[config.mk]
export PLATFORM = sky130hd
export DESIGN_NAME = pdm_decimator
export DESIGN_NICKNAME = d
export VERILOG_FILES = /design/src/rtl/synth_pkg.sv /design/src/rtl/cic_comb.sv /design/src/rtl/pdm_decimator.sv
export SDC_FILE = /design/constraint.sdc
export NUM_CORES = 1
export LEC_CHECK = 0
export CAP_MARGIN = 10
export CORE_AREA = 2 2 118 120
export DETAILED_ROUTE_END_ITERATION = 10
export DIE_AREA = 0 0 120 122
export PLACE_DENSITY = 0.66
export SETUP_SLACK_MARGIN = 0.15
export SLEW_MARGIN = 5
export SYNTH_ARGS = -nofsm -noshare
export SYNTH_HDL_FRONTEND = slang
export SYNTH_SLANG_ARGS = --single-unit
[constraint.sdc]
create_clock -name clk -period 3.99 [get_ports clk]
set_input_delay 0.798 -clock clk [delete_from_list [all_inputs] [get_ports clk]]
set_output_delay 0.798 -clock clk [all_outputs]
set_load 0.03 [all_outputs]
[src/rtl/synth_pkg.sv]
// rtl/synth_pkg.sv - shared constants for the PDM decimator
package synth_pkg;

  localparam int DECIM_LOG2_DEFAULT = 9;
  localparam int PCM_W = 16;

  // A 2nd-order CIC grows by 2*log2(R) bits over a 1-bit input, plus one sign bit.
  function automatic int cic_acc_width(input int decim_log2);
    return 2 * decim_log2 + 1;
  endfunction

endpackage

[src/rtl/cic_comb.sv]
// rtl/cic_comb.sv - single CIC comb stage, differential delay 1
module cic_comb
  import synth_pkg::*;
#(
  parameter int ACC_W = cic_acc_width(DECIM_LOG2_DEFAULT)
) (
  input  logic             clk,
  input  logic             rst,
  input  logic             en,
  input  logic [ACC_W-1:0] x,
  output logic [ACC_W-1:0] y
);

  logic [ACC_W-1:0] dly;

  always_ff @(posedge clk) begin
    if (rst) begin
      dly <= '0;
    end else if (en) begin
      dly <= x;
    end
  end

  assign y = x - dly;

endmodule

[src/rtl/pdm_decimator.sv]
// rtl/pdm_decimator.sv - 2nd-order CIC decimator, 1-bit PDM in, 16-bit PCM out
module pdm_decimator
  import synth_pkg::*;
#(
  parameter int DECIM_LOG2 = DECIM_LOG2_DEFAULT,
  parameter int ACC_W      = cic_acc_width(DECIM_LOG2)
) (
  input  logic             clk,
  input  logic             rst,
  input  logic             din,
  output logic [PCM_W-1:0] dout,
  output logic             dout_valid,
  input  logic             dout_ready,
  output logic             overrun
);

  localparam int SHIFT = 2 * DECIM_LOG2 - PCM_W;
  localparam logic [ACC_W-1:0] PCM_MAX = ACC_W'((1 << PCM_W) - 1);

  logic [ACC_W-1:0]      int1;
  logic [ACC_W-1:0]      int2;
  logic [ACC_W-1:0]      c1;
  logic [ACC_W-1:0]      y;
  logic [ACC_W-1:0]      y_sh;
  logic [PCM_W-1:0]      pcm;
  logic [DECIM_LOG2-1:0] cnt;
  logic [1:0]            settle;
  logic                  strobe;
  logic                  settled;

  assign strobe  = (cnt == {DECIM_LOG2{1'b1}});
  assign settled = (settle == 2'd2);

  // Integrators wrap modulo 2^ACC_W; the combs undo the wrap exactly.
  always_ff @(posedge clk) begin
    if (rst) begin
      int1 <= '0;
      int2 <= '0;
      cnt  <= '0;
    end else begin
      int1 <= int1 + ACC_W'(din);
      int2 <= int2 + int1;
      cnt  <= cnt + 1'b1;
    end
  end

  cic_comb #(.ACC_W(ACC_W)) u_comb1 (
    .clk (clk),
    .rst (rst),
    .en  (strobe),
    .x   (int2),
    .y   (c1)
  );

  cic_comb #(.ACC_W(ACC_W)) u_comb2 (
    .clk (clk),
    .rst (rst),
    .en  (strobe),
    .x   (c1),
    .y   (y)
  );

  // Full-scale ones give exactly 2^16 after the shift, so clamp to 16 bits.
  assign y_sh = y >> SHIFT;
  assign pcm  = (y_sh > PCM_MAX) ? PCM_MAX[PCM_W-1:0] : y_sh[PCM_W-1:0];

  // The first two strobes only prime the comb delays.
  always_ff @(posedge clk) begin
    if (rst) begin
      settle <= 2'd0;
    end else if (strobe && !settled) begin
      settle <= settle + 2'd1;
    end
  end

  always_ff @(posedge clk) begin
    if (rst) begin
      dout       <= '0;
      dout_valid <= 1'b0;
      overrun    <= 1'b0;
    end else if (strobe && settled) begin
      dout       <= pcm;
      dout_valid <= 1'b1;
      if (dout_valid && !dout_ready) begin
        overrun <= 1'b1;
      end
    end else if (dout_valid && dout_ready) begin
      dout_valid <= 1'b0;
    end
  end

endmodule

# Yosys cells after proc, flatten, opt, wreduce, memory -nomap -nowiden
# Cells that the tools add are included.
# word_totals
ff_bits,105
latchBits,0
ram_bits,0
mem_bits_ro,0
input_bits,4
output_inout_bits,18
mem_count,0
# classes
addsub,6
mul,0
n_div,0
n_lt_le_gt_ge,1
eq_ne,2
n_shift,0
mux,3
bitwise,0
n_reduce_logical,8
# ops
operator,count
19-bit subtractor,2
19-bit by 1-bit adder with 19-bit output,1
19-bit adder,1
"17-bit by 16-bit greater-than comparator with 1-bit output, second input constant",1
16-bit 2-to-1 mux,1
"9-bit by 1-bit adder with 9-bit output, second input constant",1
"9-bit equality test, second input constant",1
1-bit logical AND,4
"2-bit by 1-bit adder with 2-bit output, second input constant",1
"2-bit equality test, second input constant",1
1-bit zero test,2
1-bit 2-to-1 mux,2
2-bit AND reduction,1
2-bit nonzero test,1

# Depth between registers and ports, before layout
# depth
depth_word,4
depth_mapped,20

# Modules after synthesis
# From an unflattened synthesis, not the netlist that was laid out.
# hier_totals
hier_cells,811
hier_area_um2,6730.2
# modules_own_cells
module,instances,cells_each,area_each_um2
pdm_decimator,1,386,3316.9
cic_comb (u_comb1),1,212,1715.4
cic_comb (u_comb2),1,213,1697.9

# Least setup slack after synthesis
# Ideal clock, no wire load.
# synth_path
path_type,reg2reg
from,register int2[0]
to,register dout[10]
arrival_ns,3.750
path_slack_ns,0.085
path_stages_with_launch,20
n_path_buf,1
period_less_slack_ns,3.905
cell_sequence,dfxtp_1 inv_1 ha_1 fa_1 nand2b_2 a21oi_2 o311ai_2 a21oi_1 nor2b_1 ha_1 a21o_1 a21oi_1 nand2_1 o211a_4 o41ai_4 o21ai_2 a21oi_4 xnor2_2 buf_6 a311oi_2
# synth_between
elab_chain_len,4
# synth_rtl
item,line,rtl
"start, declared",pdm_decimator.sv:21,logic [ACC_W-1:0] int2;
"start signal, assigned",pdm_decimator.sv:42,int2 <= int2 + int1;
19-bit subtractor *,cic_comb.sv:24,assign y = x - dly;
named net c1[10],pdm_decimator.sv:22,logic [ACC_W-1:0] c1;
19-bit subtractor *,cic_comb.sv:24,
17-bit by 16-bit greater-than comparator with 1-bit output,pdm_decimator.sv:65,assign pcm = (y_sh > PCM_MAX) ? PCM_MAX[PCM_W-1:0] : y_sh[PCM_W-1:0];
16-bit 2-to-1 mux *,pdm_decimator.sv:65,
"end signal, assigned",pdm_decimator.sv:82,dout <= pcm;
"end, declared",pdm_decimator.sv:11,"output logic [PCM_W-1:0] dout,"
# The timed path passes the listed nets; every way through them passes the cells marked *.
# A chain may end at the register's enable or synchronous reset.

# Worst setup path after layout
# layout_path
from,register int2[1]
to,register dout[9]
# The elaborated chain is that of the path after synthesis.

==> run metrics <==
largest net degree at the start of global routing=74; first-pass GRT wire length=21100 µm; Worst-Margin Slew=~0.77 ns; max_cap viols=0; antenna violations before repair=0; Die X=~120 µm; post-synth cell types=59; Pint=1.98 mW; Slew HR=0.484; Peak VDD IR=between 200 and 250 µV; Comb pwr share=0.300; asr flop ratio synth=0; top cells by area, synth=dfxtp_1, ha_1, nor2_1; sw frac=0.289; die span in y=122 µm; Final Cell Area=7180 µm²; CTS Buffer Depth=2; Post-Route WL=roughly 12000 µm; share of the clock period used by the worst path=0.978; vias in the first global route=between 4000 and 5000; max-slew violation count=0; reg2reg path depth=18; post-synth net total=768; Clk network pwr share=0.318; synthesized area per cell=just under 9 µm²; core area=~14000 µm²; post-DP HPWL=~8500 µm; fmax=approximately 260 MHz; diode count=0; number of H-tree levels=3; Post-synth EDFFs=0; vias per cell=between 5 and 6; status=finished, final reports clean; Sinks on Clock Net=around 110; critical path's slowest cell=dfxtp_2; Hold Buf Count CTS=0; worst reg-to-reg setup slack=about 0.09 ns; Layout Skew=between 0.005 and 0.006 ns; DR DRC count=0; Sequential Power Share=0.382; IO Pins=22; Cell Rows=43; Placed Area=6610 µm²; class of the worst hold path=reg2reg; Main synth FF type=dfxtp_1; largest delay contributor family on the critical path=compound AO/OA/AOI/OAI gates; grt ovf=0; Buffers on Ports=21; Worst Path Arrival=4.16 ns; Mapped Area=around 6200 µm²; total CTS buffers=9; critical-path cell list=ha_1, nor2b_1, o21ai_1, a21bo_2, a21o_1, nand3_2, a31oi_4, xnor2_1, ha_1, a21oi_2, nand2_1, o211a_4, o41ai_4, o21ai_2, a21oi_4, buf_12, xnor2_4, a311oi_2; fin crit period=around 3.9 ns; worst setup path category=reg2reg; hold path startpoint=cnt[0]$_SDFF_PP0_; routed via count=between 4000 and 5000; Post-layout nets=between 700 and 800; Leakage=roughly 2.8 nW; Setup crit end kind=flop; Routed WL per cell=~13 µm; hold path depth=1; worst path required time=roughly 4.3 ns; RSZ-0062 raised after global routing=yes; cell taking the most area after synthesis=dfxtp_1; number of synthesized register bits=105; Worst Setup Start Kind=flop; Tot GR Track Use=0.175; Mapped Cells=just over 700; Routed Antenna Nets=0; clock-pin slew on the worst setup and hold paths=around 0.07 ns; power density over the cells=388 nW/µm²; Initial DRC Count=approximately 200; worst hold path endpoint=cnt[0]$_SDFF_PP0_; CP dominant cell by count=ha_1; CTS tree=done; sequential area share after synthesis=0.340; drt pass-1 iters=4; Final setup viols=0; Layout area overhead=16.3%; reg2reg end=dout[9]$_SDFFE_PP0P_; Synth warnings=0; gpl congestion=around 0.8; Hold Vio Cnt, Final=0; DIE AREA=14600 µm²; Root Driver=clkbuf_16; top post-synthesis cells by count=dfxtp_1, nor2_1, ha_1; worst stage delay on the critical path=around 0.34 ns; worst r2r src=int2[1]$_SDFF_PP0_; fillers=about 1200; Buf+Inv Stages, Crit Path=1; critical path fanouts, max=8; P_sw=about 810 µW; total power=2.79 mW; share of cells above drive strength 1=0.123; Starting Density=0.458; top-area cell type share of the netlist area=0.340; clk_lat worst skew=~0.35 ns
-- power by group through the flow --
stage	sequential [mW]	combinational, mW	clock, mW
floorplan	1.09	0.574	0
global placement	1.09	0.644	0
detailed placement	1.09	0.664	0
CTS	1.06	0.798	0.911
global route	1.07	0.915	0.949
finish	1.07	0.837	0.889
-- worst register-to-register path, cell delays in order (launching register included) --
cell	delay, ns
dfxtp_2	0.34
ha_1	0.28
nor2b_1	0.13
o21ai_1	0.17
a21bo_2	0.16
a21o_1	0.18
nand3_2	0.14
a31oi_4	0.20
xnor2_1	0.17
ha_1	0.31
a21oi_2	0.20
nand2_1	0.10
o211a_4	0.28
o41ai_4	0.32
o21ai_2	0.12
a21oi_4	0.16
buf_12	0.14
xnor2_4	0.13
a311oi_2	0.28
-- sequential cells by signal, summed over array words and instances, names as in the netlist --
name,count
settle,2
dout_valid,1
cnt,9
overrun,1
dout,16
u_comb2.dly,19
int2,19
int1,19
u_comb1.dly,19
-- layout by cell type (no fill, tap or decap), types with 3 or more instances in the layout --
cell             instances
a211oi_1                 6
a21o_1                  13
a21oi_1                 32
a21oi_2                  6
a311oi_1                 7
a311oi_2                10
and2_1                   3
and3_1                   7
buf_4                   25
clkbuf_16                9
clkdlybuf4s50_1         20
dfxtp_1                102
dfxtp_2                  3
ha_1                    53
ha_2                     3
inv_1                   55
mux2i_1                 36
nand2_1                 28
nand2b_1                 4
nand3_1                 20
nand4_1                  6
nor2_1                 105
nor2b_1                 12
nor3_1                   9
o21a_1                   3
o21ai_0                 19
o21bai_1                 8
o31ai_1                  3
or2_2                    3
or3_1                   10
xnor2_1                 33
xor2_1                  28
-- kinds of logic (layout without fill, tap and decap cells) --
group,after synthesis,count (layout),share of synthesized area
simple gates,217,217,0.161
flops,105,105,0.340
buf+inv,83,117,0.0516
mux,36,36,0.0583
compound gates,140,140,0.173
fa+ha+maj,60,60,0.124
xor+xnor,63,64,0.0928
-- layout make-up --
class                           instances  area (µm²)  area share
Timing Repair Buffer                   46         408      0.0568
Tap cell                              180         225      0.0314
Sequential cell                       105        2110       0.293
Clock buffer                           13         260      0.0362
Multi-Input combinational cell        517        3940       0.548
Clock inverter                          2        37.5     0.00523
Inverter                               56         210      0.0293
-- layer usage --
metal,track usage,part of all wire,vias up
met2,0.306,0.48,50
met3,0.0281,0.024,16
met5,0,0,-
li1,-,-,2504
met1,0.217,0.48,2216
met4,0.0676,0.017,0
-- what timing repair did --
item                                   4_1_cts  5_1_grt
setup endpoints to repair                   16       16
endpoints found under the hold margin        0        0
gates cloned                                 1        0
pin swaps                                   31       25
gates resized for setup                     22        7
buffers inserted                             8        6
-- worst max path at each step --
stage	start	end	slack, ns	cells after the start
3_5_place_dp	int2[0]$_SDFF_PP0_	dout[4]$_SDFFE_PP0P_	-0.1	18
3_3_place_gp	int2[0]$_SDFF_PP0_	dout[3]$_SDFFE_PP0P_	0.07	18
6_report	int2[1]$_SDFF_PP0_	dout[9]$_SDFFE_PP0P_	0.09	18
5_1_grt	u_comb1.dly[1]$_SDFFE_PP0N_	dout[14]$_SDFFE_PP0P_	-0.15	19
2_1_floorplan	u_comb1.dly[1]$_SDFFE_PP0N_	dout[10]$_SDFFE_PP0P_	0.16	19
4_1_cts	int2[0]$_SDFF_PP0_	dout[4]$_SDFFE_PP0P_	0.14	20
-- stage by stage --
step                      setup slack [ns]  std cells  setup TNS, ns   util  hold WS (ns)
after floorplan                      0.156        704              0      -         0.418
after global placement              0.0685        889              0  0.489         0.430
after detailed placement           -0.0972        889          -1.34  0.489         0.437
after CTS                            0.143        913              0  0.526         0.450
after global routing                -0.145        919          -1.96  0.532         0.462
final                               0.0876        919              0  0.532         0.444
No activity file was read; power rests on OpenSTA's default activity.
